<file path="src/rtl/uart_matrix_loader.sv">
// uart_matrix_loader: receives a framed pair of DIM x DIM 16-bit matrices
// over a byte-wide UART receiver interface and streams each assembled word
// to a matrix buffer. The frame is a 0xA5 header, then all words of A and
// then all words of B (low byte first), then an XOR checksum over the data
// bytes. Framing errors, timeouts, bad headers and checksum mismatches abort
// the load and leave a sticky error code.
//
// state | meaning
// ------+--------------------------------------------------------------
// IDLE  | receiver disabled, waiting for start
// HDR   | waiting for the 0xA5 header byte
// LO    | waiting for the low byte of the next word
// HI    | waiting for the high byte; a write is issued on the next cycle
// CSUM  | waiting for the checksum byte
module uart_matrix_loader #(
    parameter  int DIM     = 4,
    parameter  int TIMEOUT = 50000,
    localparam int AW      = (DIM * DIM > 1) ? $clog2(DIM * DIM) : 1
) (
    input  logic          clk,
    input  logic          rst,
    input  logic          start,
    input  logic          rx_done,
    input  logic [7:0]    rx_data,
    input  logic          rx_err,
    output logic          rx_en,
    output logic          wr_en,
    output logic          wr_sel,
    output logic [AW-1:0] wr_addr,
    output logic [15:0]   wr_data,
    output logic          busy,
    output logic          load_done,
    output logic [1:0]    err_code
);

    localparam int WORDS = 2 * DIM * DIM;
    localparam int WCW   = (WORDS > 1) ? $clog2(WORDS) : 1;
    localparam int TW    = (TIMEOUT > 1) ? $clog2(TIMEOUT + 1) : 1;

    localparam logic [WCW-1:0] LAST_WORD = WCW'(WORDS - 1);
    localparam logic [AW-1:0]  LAST_ADDR = AW'(DIM * DIM - 1);
    localparam logic [TW-1:0]  TMR_LOAD  = TW'(TIMEOUT - 1);
    localparam logic [7:0]     HDR_BYTE  = 8'hA5;

    localparam logic [1:0] ERR_NONE  = 2'b00;
    localparam logic [1:0] ERR_HDR   = 2'b01;
    localparam logic [1:0] ERR_CSUM  = 2'b10;
    localparam logic [1:0] ERR_FRAME = 2'b11;

    typedef enum logic [2:0] {
        IDLE,
        HDR,
        LO,
        HI,
        CSUM
    } state_t;

    state_t         state;
    logic [7:0]     lo_byte;
    logic [7:0]     csum;
    logic [WCW-1:0] word_cnt;
    // Inter-byte timer counts down from TIMEOUT-1; expiry is the cycle it
    // is already at zero with no byte arriving, i.e. TIMEOUT cycles after
    // the last reload.
    logic [TW-1:0]  tmr;

    // Frame sequencing, write generation, address tracking and error capture.
    always_ff @(posedge clk) begin
        if (rst) begin
            state     <= IDLE;
            rx_en     <= 1'b0;
            busy      <= 1'b0;
            wr_en     <= 1'b0;
            wr_sel    <= 1'b0;
            wr_addr   <= '0;
            wr_data   <= '0;
            load_done <= 1'b0;
            err_code  <= ERR_NONE;
            lo_byte   <= '0;
            csum      <= '0;
            word_cnt  <= '0;
            tmr       <= '0;
        end else begin
            wr_en     <= 1'b0;
            load_done <= 1'b0;

            // Address advances once the write presenting it has been issued.
            if (wr_en) begin
                if (wr_addr == LAST_ADDR) begin
                    wr_addr <= '0;
                    wr_sel  <= 1'b1;
                end else begin
                    wr_addr <= wr_addr + AW'(1);
                end
            end

            case (state)
                IDLE: begin
                    if (start) begin
                        state    <= HDR;
                        rx_en    <= 1'b1;
                        busy     <= 1'b1;
                        err_code <= ERR_NONE;
                        word_cnt <= '0;
                        wr_addr  <= '0;
                        wr_sel   <= 1'b0;
                        csum     <= '0;
                        tmr      <= TMR_LOAD;
                    end
                end
                default: begin
                    if (rx_err) begin
                        // A framing error discards any byte strobed with it.
                        err_code <= ERR_FRAME;
                        state    <= IDLE;
                        rx_en    <= 1'b0;
                        busy     <= 1'b0;
                    end else if (rx_done) begin
                        tmr <= TMR_LOAD;
                        case (state)
                            HDR: begin
                                if (rx_data == HDR_BYTE) begin
                                    state <= LO;
                                end else begin
                                    err_code <= ERR_HDR;
                                    state    <= IDLE;
                                    rx_en    <= 1'b0;
                                    busy     <= 1'b0;
                                end
                            end
                            LO: begin
                                lo_byte <= rx_data;
                                csum    <= csum ^ rx_data;
                                state   <= HI;
                            end
                            HI: begin
                                csum     <= csum ^ rx_data;
                                wr_en    <= 1'b1;
                                wr_data  <= {rx_data, lo_byte};
                                word_cnt <= word_cnt + WCW'(1);
                                state    <= (word_cnt == LAST_WORD) ? CSUM : LO;
                            end
                            CSUM: begin
                                if (rx_data == csum) begin
                                    load_done <= 1'b1;
                                end else begin
                                    err_code <= ERR_CSUM;
                                end
                                state <= IDLE;
                                rx_en <= 1'b0;
                                busy  <= 1'b0;
                            end
                            default: begin
                                state <= IDLE;
                                rx_en <= 1'b0;
                                busy  <= 1'b0;
                            end
                        endcase
                    end else if (tmr == '0) begin
                        err_code <= ERR_FRAME;
                        state    <= IDLE;
                        rx_en    <= 1'b0;
                        busy     <= 1'b0;
                    end else begin
                        tmr <= tmr - TW'(1);
                    end
                end
            endcase
        end
    end

endmodule
</file>
<file path="config.mk">
export PLATFORM = sky130hd
export DESIGN_NAME = uart_matrix_loader
export DESIGN_NICKNAME = d
export VERILOG_FILES = /design/src/rtl/uart_matrix_loader.sv
export SDC_FILE = /design/constraint.sdc
export NUM_CORES = 1
export LEC_CHECK = 0
export ABC_AREA = 1
export BUFFER_PORTS_ARGS = -buffer_cell sky130_fd_sc_hd__buf_2
export CAP_MARGIN = 20
export CORE_MARGIN = 2
export CORE_UTILIZATION = 25
export CTS_CLUSTER_DIAMETER = 100
export DETAILED_ROUTE_END_ITERATION = 8
export GPL_TIMING_DRIVEN = 0
export SETUP_SLACK_MARGIN = 0.3
export SLEW_MARGIN = 20
export SYNTH_ARGS = -nofsm -noshare
export SYNTH_HDL_FRONTEND = slang
export SYNTH_SLANG_ARGS = --single-unit
</file>
<file path="constraint.sdc">
create_clock -name clk -period 2.46 [get_ports clk]
set_input_delay 0.492 -clock clk [delete_from_list [all_inputs] [get_ports clk]]
set_output_delay 0.492 -clock clk [all_outputs]
set_load 0.1 [all_outputs]
</file>
# Word-level counts from Yosys, hierarchy flattened
# Index checks and enable logic that the tools add are counted.
[op_classes] addsub=3 n_eq_ne=15 muxes=48 bitwise_logic=5 n_reduce_logical=17
[ops] op="$mux 16" count=5
[ops] op="$mux 8" count=5
[ops] op="$mux 5" count=5
[ops] op="$reduce_and 4->1" count=5
[ops] op="$mux 3" count=6
[ops] op="$logic_not 16->1" count=1
[ops] op="$mux 2" count=8
[ops] op="$mux 4" count=4
[ops] op="$sub 16x1->16 const B" count=1
[ops] op="$mux 1" count=12
[ops] op="$ne 5x5->1 const B" count=2
[ops] op="$pmux 3 s3" count=1
[ops] op="$eq 8x8->1" count=1
[ops] op="$eq 8x8->1 const B" count=1
[ops] op="$xor 8x8->8" count=1
[ops] op="$eq 3x2->1 const B" count=2
[ops] op="$reduce_bool 2->1" count=3
[ops] op="$add 5x1->5 const B" count=1
[ops] op="$eq 5x5->1 const B" count=1
[ops] op="$ne 5x1->1 const B" count=1
[ops] op="$reduce_and 5->1" count=1
[ops] op="$reduce_or 5->1" count=1
[ops] op="$add 4x1->4 const B" count=1
[ops] op="$eq 4x4->1 const B" count=1
[ops] op="other kinds (15)" count=18
[word_totals] register_bits=66 input_bits=13 output_inout_bits=27 word_cells=100

# Depth between registers and ports, before layout
# Gate-level depths: netlist of run 1.
[logic_depth] ltp_word=6 ltp_mapped=12 mapped_depth_nobuf=12

# Worst setup path after synthesis of run 1
# OpenSTA, ideal clock, no wires.
[synth_path] path_type="flip-flop to flip-flop" startpoint="reg wr_addr[0]" endpoint="reg wr_addr[0]" setup_ns=0.121 arrival_ns=1.809 t_required_ns=2.339 slack_ns=0.529 path_stages_with_launch=7 path_buffers=0 period_less_slack_ns=1.931 path_cell_list="dfxtp_1 -> ha_1 -> nand2_1 -> and3b_1 -> a21oi_1 -> o21ai_0 -> nor2_1"
[synth_between] elab_chain_len=5 elab_cells_between_ends=6 classes_between="add/sub (1); eq/ne (1); mux (4)"
[synth_lines] element="start, declared" line="29" source="output logic [AW-1:0] wr_addr,"
[synth_lines] element="start signal, assigned" line="93" source="wr_addr <= wr_addr + AW'(1);"
[synth_lines] element="$add 4x1->4 or $eq 4x4->1 (tied branches)" line="93, 89"
[synth_lines] element="$mux 4" line="89" source="if (wr_addr == LAST_ADDR) begin"
[synth_lines] element="$mux 4 *" line="88" source="if (wr_en) begin"
[synth_lines] element="$mux 4" line="99" source="if (start) begin"
[synth_lines] element="$mux 4 *" line="97" source="case (state)"
# Mark *: on every way between the ends. The rest lies on a longest branch, timed or not.
# A chain may end at the register's enable or synchronous reset.

# Worst setup path after layout of run 1
[layout_path] startpoint="reg tmr[0]" endpoint="reg busy"
[layout_between] elab_chain_len=3
[layout_lines] element="start, declared" line="65" source="logic [TW-1:0] tmr;"
[layout_lines] element="start signal, assigned" line="165" source="tmr <= tmr - TW'(1);"
[layout_lines] element="$logic_not 16->1" line="159" source="end else if (tmr == '0) begin"
[layout_lines] element="$reduce_bool 4->1 (no source line)"
[layout_lines] element="$reduce_and 4->1 (no source line)"
[layout_lines] element="end signal, assigned" line="151" source="busy <= 1'b0;"
[layout_lines] element="end signal, assigned" line="156" source="busy <= 1'b0;"
[layout_lines] element="end signal, assigned" line="163" source="busy <= 1'b0;"
[layout_lines] element="end, declared" line="31" source="output logic busy,"
# Every way passes these cells.

==> impl_summary.txt, run 1 <==
----------------------------------------------------
[Run status]
  Outcome ... completed

[Floorplanning]
  Die X ... 115 um
  Total I/O pin count ... 40
  Floorplan die area ... 13,300 um^2
  Die Span Y ... approximately 120 um
  Row Count ... 40
  Effective utilization at floorplan ... around a quarter
  Placeable Area ... 12,100 um^2

[Synthesis]
  Area share of the largest cell type after synthesis ... 42.7%
  Net count after synthesis ... 458
  Synth Cell Area ... 3090 um^2
  Post-synth EDFFs ... 0
  Yosys synthesis warning count ... 0
  Ys flop type ... sky130_fd_sc_hd__dfxtp_1
  Synth top cells by count ... sky130_fd_sc_hd__nand2_1, sky130_fd_sc_hd__dfxtp_1, sky130_fd_sc_hd__nor2_1, sky130_fd_sc_hd__inv_1, sky130_fd_sc_hd__a21oi_1
  Flop and latch count out of synthesis ... 66
  Number of distinct library cells after synthesis ... 32
  Synth Area per Inst ... 7.01 um^2
  Post-Syn Instances ... about 440
  Dominant cell type by area after synthesis ... sky130_fd_sc_hd__dfxtp_1
  Asr flop ratio synth ... 0%
  Proportion of synthesized chip area in sequential cells ... 42.7%
  Dominant cell by count in the synthesized netlist ... sky130_fd_sc_hd__nand2_1
  Main area contributors after synthesis ... sky130_fd_sc_hd__dfxtp_1, sky130_fd_sc_hd__nand2_1, sky130_fd_sc_hd__a21oi_1

[Clock tree]
  Post-CTS Setup Repair Bufs ... 0
  Cts hold-fix bufs ... 0
  Clock latency on the worst-skew pair ... about 330 ps
  Bufs on Longest Clock Path ... 2
  Clock root cell ... sky130_fd_sc_hd__clkbuf_16
  Clock sink count ... between 60 and 70
  Clock edge transition at the registers on the reported setup and hold paths ... approximately 60 ps
  H-tree levels ... 3
  Cells resized by post-CTS repair ... 0
  CTS tree ... built
  Total CTS buffers ... 9

[Power]
  PwrDens ... 757 nW/um^2
  Leakage power total ... 1.69 nW
  Total design power ... 2.87 mW
  Highest ir drop seen on vdd ... 0.271 mV

[Drt]
  Detailed-route vias per instance ... 4.44
  Number of nets with antenna violations after routing ... 0
  Drt first-iter violations ... 174
  DRC viols ... 0
  Drt pass-1 iters ... 5
  WL/cell ... 12.1 um
  Total detailed-routing wirelength ... 8010 um
  Routed vias ... ~2,900

[Global routing]
  Largest net degree at the start of global routing ... 13
  Overall overflow remaining after global route ... 0
  Wire length of the first global-routing pass ... 13,300 um
  Number of global-route vias before repair ... 2,841
  Antenna violations before repair ... 0
  Total GRT Usage ... between 10% and 20%

[Placement]
  DP Worst Slack ... 464 ps
  Count of port buffers added during placement ... 38
  Placer's final routability congestion estimate ... 0.879
  Half-perimeter wire length after detailed placement ... between 6000 and 7000 um
  Placed instance count ... 647
  Placed cell area ... 3490 um^2

[Critical path]
  Category of the most critical setup path ... reg -> reg
  Type of element launching the critical path ... flip-flop
  Setup crit start ... tmr[0]
  Maximum fanout encountered on the critical timing path ... 6
  Worst setup EP type ... flip-flop
  Worst r2r src ... tmr[0]
  Crit path arrival time ... 2020 ps
  Required time at the worst-slack endpoint ... 2660 ps

[Min path]
  Worst min-delay path startpoint ... lo_byte[7]
  Worst min-delay path category ... reg -> reg

[Timing]
  Timing-limited maximum frequency ... 548 MHz
  Number of endpoints with negative hold slack in the final report ... 0
  Final worst path period need ... 1830 ps
  Post-route worst hold slack ... 457 ps
  Slew @ Worst Pin ... 584 ps
  Unrepaired setup endpoints after global routing ... false
  Remaining max-slew budget at the tightest pin ... 61.0%
  Final total negative setup slack ... 0 ps
  Final setup violation count ... 0
  Least setup slack across all paths after layout ... 634 ps
  Fraction of the cycle the final worst path needs ... about three quarters
  Final Slew Violations ... 0
  Layout Skew ... 5.53 ps

[Cells and area]
  Number of antenna cells inserted ... 0
  Share of layout cells above drive strength 1 ... 13.7%
  Number of nets in the final layout ... 507
  Finished Core Util ... 31.4%
  Final Non-Filler Cells ... 663
  Summed area of non-filler cells in the final layout ... 3790 um^2
  Area delta synth->final ... 22.5%

[Run]
  Max-capacitance violation count ... 0

----------------------------------------------------
[power by group]
part           switching [mW]  internal [mW]
Clock                   0.484          0.785
Combinational           0.303          0.136
Sequential             0.0411           1.12
Total                   0.828           2.04
[registers in the layout (all words and copies together), names as in the netlist, 2 cells and up]
signal,cells
word_cnt,5
state,3
wr_data,16
err_code,2
csum,8
lo_byte,8
wr_addr,4
tmr,16
[final timing paths]
check,end,slack (ps),depth (start not counted)
setup / recovery,busy,630,9
hold / removal,wr_data[7],460,2
setup reg to reg,busy,630,9
hold reg to reg,wr_data[7],460,2
[placed cells by master (no fill, tap or decap), drive strengths merged, types with 9 or more instances in the layout]
cell	Yosys	final
a21oi	44	44
inv	51	52
xor2	9	9
nand2	104	104
nand3	24	24
clkbuf	6	16
buf	6	44
nor2	59	59
dfxtp	66	66
o21ai	41	41
[routing by layer]
metal	GRT usage [%]	wire, um	vias up
met1	15.6	3780	1356
met4	3.86	91	0
met3	4.32	335	8
met2	21.8	3810	53
met5	0	0	-
li1	-	-	1529
[layout make-up]
type / count / area [um^2]
Tap cell: 168 / 210
Buffer: 12 / 68.8
Multi-Input combinational cell: 312 / 1510
Clock inverter: 6 / 66.3
Inverter: 51 / 196
Clock buffer: 10 / 229
Timing Repair Buffer: 38 / 190
Fill cell: 1314 / 8270
Sequential cell: 66 / 1320
[cells by family (layout without fill, tap and decap cells)]
group	after synthesis	in the layout	synth area share, %
compound gates	94	94	15.9
simple gates	202	202	27.8
fa+ha+maj	4	4	1.62
buf+inv	63	117	8.58
xor+xnor	12	12	3.40
flops	66	66	42.7
[worst max-delay path, cell delays in order (launching register included)]
cell,delay [ps]
sky130_fd_sc_hd__dfxtp_1,290
sky130_fd_sc_hd__inv_1,140
sky130_fd_sc_hd__ha_1,220
sky130_fd_sc_hd__nand3_1,160
sky130_fd_sc_hd__nor2_1,130
sky130_fd_sc_hd__nand2_1,120
sky130_fd_sc_hd__nand2_1,130
sky130_fd_sc_hd__o21ai_0,200
sky130_fd_sc_hd__o21ai_0,210
sky130_fd_sc_hd__a21oi_1,80
No activity file was read; power rests on OpenSTA's default activity.
==> run 2, diff against run 1 <==
Clock period 2.46 ns to 1.81 ns, I/O delays scaled along.
==> run 2 against run 1 <==
Net effect: critical path depth increased by 3; total power increased by 44%; cell count increased by 2.0%; core utilization increased by 3.3 points; clock skew increased by 1.6 ps; clock power increased by 36%; sequential cell count unchanged; hold slack got worse by 110 ps; first-iteration DRC count decreased by 24%; combinational power increased by 81%; via count increased by 4.8%; cell area increased by 10%; largest cell class unchanged.
==> impl_summary.txt, run 2 (synthesis results as in run 1) <==
----------------------------------------------------
[Global routing]
  Antenna violations before repair ... 0 (unchanged)
  Number of global-route vias before repair ... 2,834 (-0.25%)
  Overall overflow remaining after global route ... 0 (unchanged)
  Largest net degree at the start of global routing ... 13 (unchanged)
  Wire length of the first global-routing pass ... 13,500 um (+1.5%)
  Total GRT Usage ... 12.8% (-0.066 points)

[Floorplanning]
  Die Span Y ... 115 um (unchanged)
  Floorplan die area ... 13,300 um^2 (unchanged)
  Row Count ... 40 (unchanged)
  Die X ... 115 um (unchanged)
  Effective utilization at floorplan ... 25.6% (unchanged)
  Placeable Area ... 12,100 um^2 (unchanged)
  Total I/O pin count ... 40 (unchanged)

[Drt]
  Routed vias ... 3,086 (+4.8%)
  DRC viols ... 0 (unchanged)
  Number of nets with antenna violations after routing ... 0 (unchanged)
  Drt first-iter violations ... 132 (-24%)
  Detailed-route vias per instance ... 4.57 (+2.7%)
  Total detailed-routing wirelength ... 8390 um (+4.7%)
  Drt pass-1 iters ... 4 (-1)
  WL/cell ... 12.4 um (+2.7%)

[Timing]
  Final total negative setup slack ... 0 ps (unchanged)
  Post-route worst hold slack ... 345 ps (-113 ps)
  Final setup violation count ... 0 (unchanged)
  Remaining max-slew budget at the tightest pin ... 60.4% (-0.67 points)
  Final Slew Violations ... 0 (unchanged)
  Number of endpoints with negative hold slack in the final report ... 0 (unchanged)
  Least setup slack across all paths after layout ... 301 ps (-333 ps)
  Unrepaired setup endpoints after global routing ... true
  Layout Skew ... 7.13 ps (+1.60 ps)
  Fraction of the cycle the final worst path needs ... 83.4%
  Final worst path period need ... roughly 1500 ps
  Slew @ Worst Pin ... 594 ps (+10.0 ps)
  Timing-limited maximum frequency ... 663 MHz

[Cells and area]
  Number of nets in the final layout ... 520 (+2.6%)
  Share of layout cells above drive strength 1 ... 27.4% (+14 points)
  Final Non-Filler Cells ... 676 (+2.0%)
  Number of antenna cells inserted ... 0 (unchanged)
  Area delta synth->final ... 35.3%
  Most frequent cells in the layout ... sky130_fd_sc_hd__nand2_1, sky130_fd_sc_hd__dfxtp_1, sky130_fd_sc_hd__inv_1, sky130_fd_sc_hd__a21oi_1, sky130_fd_sc_hd__nor2_1
  FF+latch area ... 1340 um^2 (+1.0%)
  Most frequent standard cell in the layout excluding fill and tap cells ... sky130_fd_sc_hd__nand2_1
  Largest registers ... tmr: 16 flops, wr_data: 16 flops
  Total area of multi-input combinational cells ... 1760 um^2 (+17%)
  Filler Cells Inserted ... 1,264 (-3.8%)

[Run]
  Max-capacitance violation count ... 0 (unchanged)

[Placement]
  Placer's final routability congestion estimate ... 0.863 (-1.8%)
  Half-perimeter wire length after detailed placement ... 5990 um (-0.87%)
  DP Worst Slack ... -84.7 ps (-549 ps)
  Count of port buffers added during placement ... 38 (unchanged)
  Placed instance count ... 647 (unchanged)

[Clock tree]
  Clock latency on the worst-skew pair ... 340 ps (about the same)
  Clock edge transition at the registers on the reported setup and hold paths ... 50 ps (about the same)
  H-tree levels ... 3 (unchanged)
  Clock sink count ... 66 (unchanged)
  Clock root cell ... sky130_fd_sc_hd__clkbuf_16
  CTS tree ... built
  Total CTS buffers ... 9 (unchanged)
  Bufs on Longest Clock Path ... 2 (unchanged)
  Cts hold-fix bufs ... 0 (unchanged)

[Critical path]
  Type of element launching the critical path ... primary input
  Crit path arrival time ... 1730 ps (-290 ps)
  Delay of the slowest critical-path stage ... 250 ps (-40 ps)
  Maximum fanout encountered on the critical timing path ... 6 (unchanged)
  Required time at the worst-slack endpoint ... 2030 ps (-630 ps)
  Ordered list of cells on the worst path ... buf_2 > inv_1 > nand2_1 > a21oi_4 > inv_1 > nand2_4 > inv_4 > nand2_8 > buf_6 > nand2_4 > o21ai_2 > a21oi_1
  Category of the most critical setup path ... in -> reg
  Worst setup EP type ... flip-flop
  Slowest stage cell on the critical path ... sky130_fd_sc_hd__a21oi_4

[Power]
  Highest ir drop seen on vdd ... 0.523 mV (+93%)
  Leakage power total ... 1.82 nW (+7.5%)
  Total design power ... 4.12 mW (+44%)
  PwrDens ... 984 nW/um^2 (+30%)

[Run status]
  Outcome ... completed

[Min path]
  Worst min-delay path category ... in -> reg

----------------------------------------------------
## run 2: changes by cell type in the layout (fill, tap and decap cells not counted), moves of 5 or more
cell	before	now
sky130_fd_sc_hd__buf_2	39	34
sky130_fd_sc_hd__nand2_1	100	85
sky130_fd_sc_hd__nand2_4	3	11
sky130_fd_sc_hd__buf_4	4	18
sky130_fd_sc_hd__dfxtp_2	0	8
sky130_fd_sc_hd__o21ai_0	39	31
sky130_fd_sc_hd__nor2_4	1	8
sky130_fd_sc_hd__dfxtp_1	66	57
sky130_fd_sc_hd__nor2_1	57	42
sky130_fd_sc_hd__nor2_2	1	9
sky130_fd_sc_hd__inv_1	48	42
sky130_fd_sc_hd__nand2_2	1	6
## run 2: final timing paths
path,startpoint,endpoint,slack [ps],cells after the start
max,rx_err,tmr[7],300,12
min,rx_data[6],lo_byte[6],340,3
max reg2reg,state[0],tmr[7],300,11
min reg2reg,wr_sel,wr_sel,460,2
## run 2: worst max-delay path, delay by kind of cell
family	cells	cell delay [ps]
and+or+nand+nor	4	460
buffers and inverters	5	480
AOI/OAI and AO/OA	3	410
## run 2: metrics by stage
| step | instance area [um^2] | util, % |
|---|---|---|
| after detailed placement | 3500 | 29.0 |
| after floorplan | 3100 | - |
| after global placement | 3500 | 29.0 |
| after global routing | 4180 | 34.7 |
| after CTS | 3930 | 32.6 |
| final | 4180 | 34.7 |
## run 2: what timing repair did
action                     in CTS  in global routing
setup endpoints to repair      49                 56
gates resized for setup        30                 66
pin swaps                       4                 20
cloned                          1                  0
setup buffers                   6                  6
## run 2: routing by layer
layer,routed length (um),track usage [%],vias to the layer above
met2,3960,20.4,85
met4,186,5.14,0
met1,3840,16.2,1423
met5,0,0,-
li1,-,-,1555
met3,399,4.11,23
## run 2: area by class of cell
class	count	share of cell area (%)
timing repair buffer	51	7.27
sequential	66	31.9
tap	168	5.02
clock inverter	6	1.58
buffer	12	1.70
clock buffer	10	5.47
multi-input combinational	312	42.1
inverter	51	4.93
## run 2: where the power goes
part           total, mW  internal (mW)  switching (mW)
Sequential          1.59           1.52          0.0628
Combinational      0.796          0.279           0.518
Clock               1.73           1.07           0.667
Total               4.12           2.87            1.25
